[config.mk]
export PLATFORM = sky130hd
export DESIGN_NAME = gray_frame_arbiter
export DESIGN_NICKNAME = d
export VERILOG_FILES = /design/src/rtl/gray_frame_arbiter.sv
export SDC_FILE = /design/constraint.sdc
export NUM_CORES = 1
export LEC_CHECK = 0
export ABC_AREA = 0
export CAP_MARGIN = 10
export CORE_ASPECT_RATIO = 1.2
export CORE_MARGIN = 10
export CORE_UTILIZATION = 56
export DETAILED_ROUTE_END_ITERATION = 8
export PLACE_DENSITY = 0.86
export SYNTH_ARGS = -nofsm -noshare
export SYNTH_HDL_FRONTEND = slang
export SYNTH_SLANG_ARGS = --single-unit
[constraint.sdc]
create_clock -name clk -period 6.3 [get_ports clk]
set_input_delay 0.945 -clock clk [delete_from_list [all_inputs] [get_ports clk]]
set_output_delay 0.945 -clock clk [all_outputs]
set_load 0.05 [all_outputs]
[src/rtl/gray_frame_arbiter.sv]
// Frame-granular round-robin arbiter sharing one RGB565->gray converter between two sources.
// Grants whole frames, tags beats with source ID and force-closes malformed or stalled frames.
module gray_frame_arbiter #(
  parameter int MAX_PIX = 307200,
  parameter int TIMEOUT = 1024
) (
  input  logic        clk,
  input  logic        rst,
  input  logic [15:0] s0_din,
  input  logic        s0_vld,
  input  logic        s0_sop,
  input  logic        s0_eop,
  output logic        s0_rdy,
  input  logic [15:0] s1_din,
  input  logic        s1_vld,
  input  logic        s1_sop,
  input  logic        s1_eop,
  output logic        s1_rdy,
  output logic [15:0] cv_din,
  output logic        cv_vld,
  output logic        cv_sop,
  output logic        cv_eop,
  output logic        cv_src,
  output logic        gray_src,
  output logic        busy,
  output logic        err_vld,
  output logic [1:0]  err_code
);
  localparam int PW = $clog2(MAX_PIX + 1);
  localparam int TW = $clog2(TIMEOUT + 1);

  typedef enum logic {IDLE, LOCK} state_t;

  state_t          state_q, state_d;
  logic            grant_q, grant_d, last_q, last_d;
  logic [PW-1:0]   pix_cnt_q, pix_cnt_d;
  logic [TW-1:0]   to_cnt_q, to_cnt_d;
  logic [15:0]     cv_din_q, cv_din_d;
  logic            cv_vld_q, cv_vld_d, cv_sop_q, cv_sop_d, cv_eop_q, cv_eop_d;
  logic            cv_src_q, cv_src_d, gray_src_q, gray_src_d, busy_q, busy_d;
  logic            err_vld_q, err_vld_d;
  logic [1:0]      err_code_q, err_code_d;

  logic            lock, lock0, lock1, req0, req1;
  logic [15:0]     g_din;
  logic            g_vld, g_sop, g_eop, acc, first, sop_err, max_hit, tmo, close;
  logic [PW-1:0]   pix_inc;
  logic [TW-1:0]   to_inc;

  assign lock  = (state_q == LOCK);
  assign lock0 = lock & ~grant_q;
  assign lock1 = lock &  grant_q;
  // Non-granted sources may dump non-sop beats so a truncated frame's tail drains.
  assign s0_rdy = lock0 | (s0_vld & ~s0_sop);
  assign s1_rdy = lock1 | (s1_vld & ~s1_sop);
  assign req0   = s0_vld & s0_sop;
  assign req1   = s1_vld & s1_sop;

  assign g_din   = grant_q ? s1_din : s0_din;
  assign g_vld   = grant_q ? s1_vld : s0_vld;
  assign g_sop   = grant_q ? s1_sop : s0_sop;
  assign g_eop   = grant_q ? s1_eop : s0_eop;
  assign acc     = lock & g_vld;
  assign first   = (pix_cnt_q == '0);
  assign pix_inc = pix_cnt_q + 1'b1;
  assign to_inc  = to_cnt_q + 1'b1;
  assign sop_err = acc & g_sop & ~first;
  assign max_hit = acc & ~sop_err & ~g_eop & (pix_inc == PW'(MAX_PIX));
  assign tmo     = lock & ~acc & (to_inc == TW'(TIMEOUT));
  assign close   = (acc & (g_eop | sop_err | max_hit)) | tmo;

  always_comb begin
    state_d    = state_q;
    grant_d    = grant_q;
    last_d     = last_q;
    pix_cnt_d  = pix_cnt_q;
    to_cnt_d   = to_cnt_q;
    cv_din_d   = cv_din_q;
    cv_vld_d   = 1'b0;
    cv_sop_d   = 1'b0;
    cv_eop_d   = 1'b0;
    cv_src_d   = cv_src_q;
    err_vld_d  = 1'b0;
    err_code_d = err_code_q;
    gray_src_d = cv_src_q;
    busy_d     = lock;
    if (!lock) begin
      if (req0 | req1) begin
        state_d = LOCK;
        grant_d = (req0 & req1) ? ~last_q : req1;
      end
    end else begin
      if (acc) begin
        cv_vld_d  = 1'b1;
        cv_din_d  = g_din;
        cv_sop_d  = g_sop & first;
        cv_eop_d  = g_eop | sop_err | max_hit;
        cv_src_d  = grant_q;
        pix_cnt_d = pix_inc;
        to_cnt_d  = '0;
        if (sop_err) begin
          err_vld_d = 1'b1; err_code_d = 2'd1;
        end else if (max_hit) begin
          err_vld_d = 1'b1; err_code_d = 2'd2;
        end
      end else if (tmo) begin
        cv_vld_d   = 1'b1;
        cv_din_d   = 16'h0000;
        cv_eop_d   = 1'b1;
        cv_src_d   = grant_q;
        err_vld_d  = 1'b1;
        err_code_d = 2'd3;
      end else begin
        to_cnt_d = to_inc;
      end
      if (close) begin
        state_d   = IDLE;
        last_d    = grant_q;
        pix_cnt_d = '0;
        to_cnt_d  = '0;
      end
    end
  end

  always_ff @(posedge clk) begin
    if (rst) begin
      state_q    <= IDLE;
      grant_q    <= 1'b0;
      last_q     <= 1'b1;
      pix_cnt_q  <= '0;
      to_cnt_q   <= '0;
      cv_din_q   <= '0;
      cv_vld_q   <= 1'b0;
      cv_sop_q   <= 1'b0;
      cv_eop_q   <= 1'b0;
      cv_src_q   <= 1'b0;
      gray_src_q <= 1'b0;
      busy_q     <= 1'b0;
      err_vld_q  <= 1'b0;
      err_code_q <= 2'd0;
    end else begin
      state_q    <= state_d;
      grant_q    <= grant_d;
      last_q     <= last_d;
      pix_cnt_q  <= pix_cnt_d;
      to_cnt_q   <= to_cnt_d;
      cv_din_q   <= cv_din_d;
      cv_vld_q   <= cv_vld_d;
      cv_sop_q   <= cv_sop_d;
      cv_eop_q   <= cv_eop_d;
      cv_src_q   <= cv_src_d;
      gray_src_q <= gray_src_d;
      busy_q     <= busy_d;
      err_vld_q  <= err_vld_d;
      err_code_q <= err_code_d;
    end
  end

  assign cv_din   = cv_din_q;
  assign cv_vld   = cv_vld_q;
  assign cv_sop   = cv_sop_q;
  assign cv_eop   = cv_eop_q;
  assign cv_src   = cv_src_q;
  assign gray_src = gray_src_q;
  assign busy     = busy_q;
  assign err_vld  = err_vld_q;
  assign err_code = err_code_q;
endmodule

# Word-level counts from Yosys, hierarchy flattened
# Index checks and enable logic that the tools add are counted.
# word_totals
ff_bits	58
input_bits	40
out_inout_bits	27
elab_cells	90
# op_classes
add_sub_neg	2
n_eq_ne	4
n_mux	27
bitwise_logic	32
reduce_logical	11
# op_table
op	n
16-bit 2-to-1 mux	3
19-bit 2-to-1 mux	2
11-bit 2-to-1 mux	3
19-bit by 1-bit adder with 19-bit output, second input constant	1
19-bit == test, second input constant	1
19-bit zero test	1
1-bit AND	17
1-bit 2-to-1 mux	15
11-bit by 1-bit adder with 11-bit output, second input constant	1
11-bit == test, second input constant	1
2-bit AND reduction	5
1-bit inverter	9
2-bit 2-to-1 mux	4
1-bit bitwise OR	6
2-bit nonzero test	2
3-bit by 1-bit != test with 1-bit output, second input constant	1
3-bit by 2-bit != test with 1-bit output, second input constant	1
3-bit AND reduction	1
3-bit OR reduction	1
2-bit OR reduction	1

# Logic depth before layout (Yosys ltp)
# Gate-level depths: netlist of the first run.
# logic_depth
depth_word	13
depth_mapped	12
mapped_depth_nobuf	9

# Least setup slack after synthesis of the first run
# Ideal clock, no wire load.
# synth_path
path_type	input to output
start	input s1_vld
end	output s1_rdy
arrival_time_ns	2.050
required_time_ns	5.355
slack_ns	3.305
cell_stages	2
n_path_buf	0
cell_sequence	inv_1 o21ai_0
# synth_between
elab_chain_len	2
# synth_lines
element	line	source
from (decl)	15	input logic s1_vld,
1-bit AND	55	assign s1_rdy = lock1 | (s1_vld & ~s1_sop);
1-bit bitwise OR	55	
to (decl)	18	output logic s1_rdy,
# Every way passes these cells.

# Worst setup path in the final report of the first run
# layout_path
start	input s0_vld
end	register pix_cnt_q[5]
# layout_between
elab_chain_len	13
elab_cells_between_ends	18
cone_classes	mux: 2; bitwise: 14; reduce/logical: 2
# layout_lines
element	line	source
from (decl)	10	input logic s0_vld,
1-bit 2-to-1 mux (*)	60	assign g_vld = grant_q ? s1_vld : s0_vld;
1-bit AND (*)	63	assign acc = lock & g_vld;
1-bit AND (2 in series)	67	assign sop_err = acc & g_sop & ~first;
1-bit inverter	68	assign max_hit = acc & ~sop_err & ~g_eop & (pix_inc == PW'(MAX_PIX));
1-bit AND (3 in series)	68	
1-bit bitwise OR	70	assign close = (acc & (g_eop | sop_err | max_hit)) | tmo;
1-bit AND	70	
1-bit bitwise OR	70	
2-bit nonzero test (no source line)	-	
2-bit AND reduction (no source line)	-	
to (signal assigned)	145	pix_cnt_q <= pix_cnt_d;
to (decl)	36	logic [PW-1:0] pix_cnt_q, pix_cnt_d;
# Mark *: on every way between the ends. The rest lies on a longest branch, timed or not.
# A chain may end at the register's enable or synchronous reset.

==> results.py, run 1 <==
metrics = {
    "outcome": {
        "outcome": "finished clean",
    },
    "sta": {
        "fin_crit_sh_pct": 57.8,
        "finalHoldViolCount": 0,
        "fmax_mhz": 274,
        "min_period_ns": 3.64,
        "tns_ns": 0,
        "setup_viol": 0,
        "fin_skew_ns": 0.00736,
        "rsz0062_at_grt": "no",
        "maxSlewHeadroom_pct": 56.2,
        "tightest_slew_ns": 0.657,
        "final-max-slew-violation-count": 0,
    },
    "floorplan": {
        "ios": 67,
        "dieWidth_um": 89.8,
        "die_area_um2": 9320,
        "core_area_um2": 5670,
        "rows": 30,
        "start_util_pct": 57.8,
        "die_y_um": 104,
    },
    "global_route": {
        "grt_max_degree": 26,
        "antenna_found_initial": 0,
        "grt_use_total_pct": 18.3,
        "first_global_vias": 2986,
        "grt_pass1_wl_um": 14300,
        "grt-ovfl-total": 0,
    },
    "final_layout": {
        "multiInputGateArea_um2": 1910,
        "final_util_pct": 73.6,
        "drive_gt1_share_pct": 6.89,
        "fin_cells": 530,
        "register_area_um2": 1160,
        "nets": 490,
        "syn_to_final_growth_pct": 27.4,
        "diodes": 0,
        "fill_cells": 413,
        "design_area_um2": 4170,
    },
    "place": {
        "dpl_cell_area_um2": 3920,
        "dp_hpwl_um": 6400,
        "io_buffers": 66,
        "dp_cells": 514,
        "gp_congestion": 0.922,
    },
    "drt": {
        "wl_um": 8740,
        "wl_per_cell_um": 16.5,
        "viasPerCell": 5.94,
        "dr.pass1.iters": 4,
        "drt-initial-drc-count": 176,
        "drc_errors": 0,
        "final_antenna_net_count": 0,
        "route.vias.total": 3150,
    },
    "yosys": {
        "async_reset_ff_share_pct": 0,
        "synth_area_leaders": "dfxtp_1 35%, mux2i_1 7.6%, nand2_1 4.8%",
        "yosys_register_bits": 58,
        "syn_avg_cell_area_um2": 8.29,
        "netlist.area_leader.share_pct": 35.4,
        "ys_seq_area_share_pct": 35.4,
        "synth_most_common_cell": "dfxtp_1",
        "synth_edf_count": 0,
        "synth.cell_area_um2": 3280,
        "ys_types": 53,
        "synth.net_count": 440,
        "ys_warn_count": 0,
        "synth_top_cell_by_area": "dfxtp_1",
        "synth-main-ff-cell": "dfxtp_1",
        "yosys-top-cells-count": "58 x dfxtp_1, 42 x nand2_1, 27 x o21ai_0",
        "synthCells": 395,
    },
    "setup_path": {
        "worstSetupPathType": "in2reg",
        "arrival_ns": 3.92,
        "worstPathMaxFanout": 15,
        "worstPathRequired_ns": 6.57,
        "worst_setup_path_start_kind": "primary input",
        "endpoint_kind": "flip-flop",
    },
    "clock_network": {
        "clock_latency_ns": 0.35,
        "root_buffer": "clkbuf_8",
        "numCtsBuffers": 9,
        "cts_tree": "done",
        "hold_buffers": 0,
        "post_cts_buffers": 0,
        "clock_sinks": 58,
        "post_cts_resized": 0,
        "clk_pin_slew_ns": 0.06,
        "ctsHtreeMaxLevel": 3,
        "clockBufferDepth": 2,
    },
    "power_and_ir_drop": {
        "p_leak_nw": 1.46,
        "power.total_uw": 946,
        "ir_drop_uv": 195,
        "power.density_nw_per_um2": 227,
    },
    "flow_run": {
        "cap_violations": 0,
    },
    "worst_hold_path": {
        "hp-class": "reg2reg",
    },
}
[cells in the final DEF, fill, tap and decap left out, types with 6 or more instances in the layout]
cell,instances
clkdlybuf4s50_1,66
dfxtp_1,58
nand2_1,42
o21ai_0,27
mux2i_1,25
nor2_1,22
a21oi_1,16
inv_1,15
nand4_1,14
xnor2_1,12
nand3_1,12
clkbuf_8,11
a41oi_1,9
and3_1,8
nor4_1,8
nor3_1,8
and4_1,7
a211o_1,6
[kinds of logic after synthesis]
| logic type | share of synthesized area [%] |
|---|---|
| XOR/XNOR | 4.01 |
| adder cells (fa/ha/maj) | 1.91 |
| flip-flops | 35.4 |
| multiplexers | 7.64 |
| buffers and inverters | 6.38 |
| AO/OA/AOI/OAI | 16.6 |
| AND/OR/NAND/NOR | 28.0 |
[worst paths after layout]
check | startpoint | end | slack, ns | depth (start not counted)
max | s0_vld | pix_cnt_q[5] | 2.66 | 9
min | cv_din[3] | cv_din[3] | 0.45 | 2
max reg2reg | pix_cnt_q[0] | pix_cnt_q[5] | 3.16 | 8
min reg2reg | cv_din[3] | cv_din[3] | 0.45 | 2
[state kept, by name, summed over array words and instances, names as in the netlist]
signal	cells
busy	1
busy_d	1
cv_din	16
cv_eop	1
cv_sop	1
cv_src	1
cv_vld	1
err_code	2
err_vld	1
grant_q	1
gray_src	1
last_q	1
pix_cnt_q	19
to_cnt_q	11
[where the power goes]
group | internal (mW) | switching, mW | leakage [nW]
Clock | 0.283 | 0.149 | 0.129
Combinational | 0.0559 | 0.0745 | 0.860
Sequential | 0.376 | 0.00767 | 0.470
[stage by stage]
step | setup slack [ns] | hold WS [ns]
final | 2.66 | 0.453
after global routing | 2.41 | 0.482
after CTS | 2.70 | 0.455
after detailed placement | 2.35 | 0.441
after global placement | 2.53 | 0.434
after floorplan | 3.30 | 0.480
[worst max-delay path: stages]
cell and delay (ns):
clkdlybuf4s50_1 0.48, mux2i_1 0.28, nand2_1 0.26, nor4_1 0.45, a41oi_2 0.42, or2_4 0.40, inv_2 0.21, nand3_1 0.23
o22ai_1 0.23
[metal layers]
| layer | part of all wire [%] | routed length (um) | up-vias | track usage (%) |
|---|---|---|---|---|
| li1 | - | - | 1544 | - |
| met1 | 41 | 3550 | 1474 | 20.8 |
| met2 | 51 | 4490 | 118 | 31.8 |
| met3 | 6.3 | 548 | 14 | 4.77 |
| met4 | 1.7 | 152 | 0 | 6.94 |
| met5 | 0 | 0 | - | 0 |
[cell type report]
type	instances	area share, %
sequential	58	27.8
clock inverter	5	2.40
tap	80	2.40
clock buffer	11	3.63
timing repair buffer	70	16.5
inverter	16	1.44
multi-input combinational	290	45.8
Power figures use the tool's default switching activity.
==> inputs of run 2 (changes only) <==
Settings changed: CORE_UTILIZATION 56 to 52, PLACE_DENSITY 0.86 to 0.81.
Clock period 6.3 ns to 3.4 ns, I/O delays scaled along.
==> results.py, run 2 (synthesis gave the netlist of run 1 again) <==
metrics = {
    "final_layout": {
        "register_area_um2": 1160,
        "drive_gt1_share_pct": 7.89,
        "top_register": "pix_cnt_q",
        "final_common_cell": "clkdlybuf4s50_1",
        "syn_to_final_growth_pct": 27.5,
        "nets": 496,
        "fin_cells": 538,
        "final_cell_mix": "66 x clkdlybuf4s50_1, 58 x dfxtp_1, 42 x nand2_1",
        "multiInputGateArea_um2": 1910,
        "largest_reg_flops": 19,
        "design_area_um2": 4180,
        "diodes": 0,
        "fill_cells": 526,
    },
    "worst_hold_path": {
        "hp-start": "cv_din[9]",
        "hp-class": "reg2reg",
        "hold_end": "cv_din[9]",
        "holdPathStages": 2,
    },
    "setup_path": {
        "cp_slowest_stage_delay_ns": 0.57,
        "worstSetupPathType": "reg2reg",
        "cpMaxStageDelayCell": "nor4_1",
        "rr_endpoint": "last_q",
        "r2r_cells": 7,
        "worst_setup_path_start_kind": "flip-flop",
        "rrSetupSlack_ns": 0.37,
        "worstPathRequired_ns": 3.66,
        "r2r_start": "pix_cnt_q[4]",
        "worstPathMaxFanout": 18,
        "cp_cell_sequence": "nand3_2 -> nor4_1 -> a32oi_1 -> a22oi_1 -> nand4_2 -> a21oi_1 -> mux2i_1",
        "arrival_ns": 3.29,
        "critical-path-top-delay-family": "simple AND/OR/NAND/NOR gates",
        "cp_num_buf_inv": 0,
        "endpoint_kind": "flip-flop",
    },
    "place": {
        "gp_congestion": 0.940,
        "dpl_cell_area_um2": 3970,
        "dp_cells": 522,
        "dp_slack_ns": 0.237,
        "dp_hpwl_um": 6570,
        "io_buffers": 66,
    },
    "drt": {
        "final_antenna_net_count": 0,
        "wl_met1_um": 3640,
        "wl_per_cell_um": 16.4,
        "viasPerCell": 5.93,
        "wl_met3_um": 498,
        "route.vias.total": 3191,
        "wl_um": 8810,
        "dr.pass1.iters": 6,
        "drt-initial-drc-count": 348,
        "route.met2.wl_um": 4460,
        "drc_errors": 0,
        "top_layer": "met4",
    },
    "sta": {
        "setup_viol": 0,
        "setup_ws_ns": 0.366,
        "finalHoldViolCount": 0,
        "fin_skew_ns": 0.0132,
        "fmax_mhz": 330,
        "fin_crit_sh_pct": 89.2,
        "tns_ns": 0,
        "maxSlewHeadroom_pct": 51.5,
        "final-max-slew-violation-count": 0,
        "rsz0062_at_grt": "no",
        "tightest_slew_ns": 0.726,
        "min_period_ns": 3.03,
    },
    "floorplan": {
        "start_util_pct": 53.8,
        "ios": 67,
        "core_area_um2": 6090,
        "rows": 31,
        "dieWidth_um": 92.5,
        "die_y_um": 107,
        "die_area_um2": 9890,
    },
    "clock_network": {
        "clock_latency_ns": 0.34,
        "numCtsBuffers": 9,
        "clockBufferDepth": 2,
        "cts_tree": "done",
        "ctsHtreeMaxLevel": 3,
        "post_cts_buffers": 0,
        "post_cts_resized": 0,
        "clock_sinks": 58,
        "root_buffer": "clkbuf_8",
        "clk_pin_slew_ns": 0.07,
        "hold_buffers": 0,
    },
    "power_and_ir_drop": {
        "ir_drop_uv": 298,
        "power.density_nw_per_um2": 385,
        "p_leak_nw": 1.46,
    },
    "global_route": {
        "grt_max_degree": 20,
        "antenna_found_initial": 0,
        "first_global_vias": 3009,
        "grt_use_total_pct": 17.7,
        "grt-ovfl-total": 0,
        "grt_pass1_wl_um": 14400,
    },
    "flow_run": {
        "cap_violations": 0,
    },
    "outcome": {
        "outcome": "finished clean",
    },
}
-- run 2: area by class of cell --
cell class                      instances  area share (%)
Inverter                               16            1.44
Timing Repair Buffer                   76            17.6
Clock buffer                           12            3.72
Multi-Input combinational cell        290            45.8
Clock inverter                          4            1.20
Tap cell                               82            2.46
Sequential cell                        58            27.8
-- run 2: worst max-delay path by stage --
| stage | startpoint | endpoint | slack (ns) | depth (start not counted) |
|---|---|---|---|---|
| final | pix_cnt_q[4] | last_q | 0.37 | 7 |
| after global routing | pix_cnt_q[2] | pix_cnt_q[9] | 0.07 | 7 |
| after CTS | pix_cnt_q[2] | last_q | 0.41 | 7 |
| after detailed placement | s0_vld | last_q | 0.24 | 9 |
| after global placement | s0_vld | last_q | 0.47 | 9 |
| after floorplan | to_cnt_q[0] | pix_cnt_q[14] | 0.93 | 9 |
-- run 2: worst reg2reg max path, stage by stage (launching register included) --
cell     delay [ns]
dfxtp_1        0.53
nand3_2        0.33
nor4_1         0.57
a32oi_1        0.10
a22oi_1        0.35
nand4_2        0.43
a21oi_1        0.41
mux2i_1        0.23
-- run 2: power breakdown --
group / leakage (nW) / switching (mW) / internal [mW]
registers: 0.470 / 0.0163 / 0.697
logic: 0.888 / 0.136 / 0.108
clock network: 0.0986 / 0.274 / 0.377
-- run 2: stage by stage --
stage               util [%]  power [mW]  hold WS, ns
global route            68.6        1.67        0.476
detailed placement      65.2       0.972        0.441
finish                  68.6        1.61        0.451
floorplan                  -       0.866        0.480
CTS                     68.6        1.62        0.455
global placement        65.2       0.967        0.432
-- run 2: metal layers --
layer	track usage [%]	up-vias
met1	20.0	1505
met4	7.17	0
met3	5.30	19
li1	-	1553
met2	30.3	114
met5	0	-
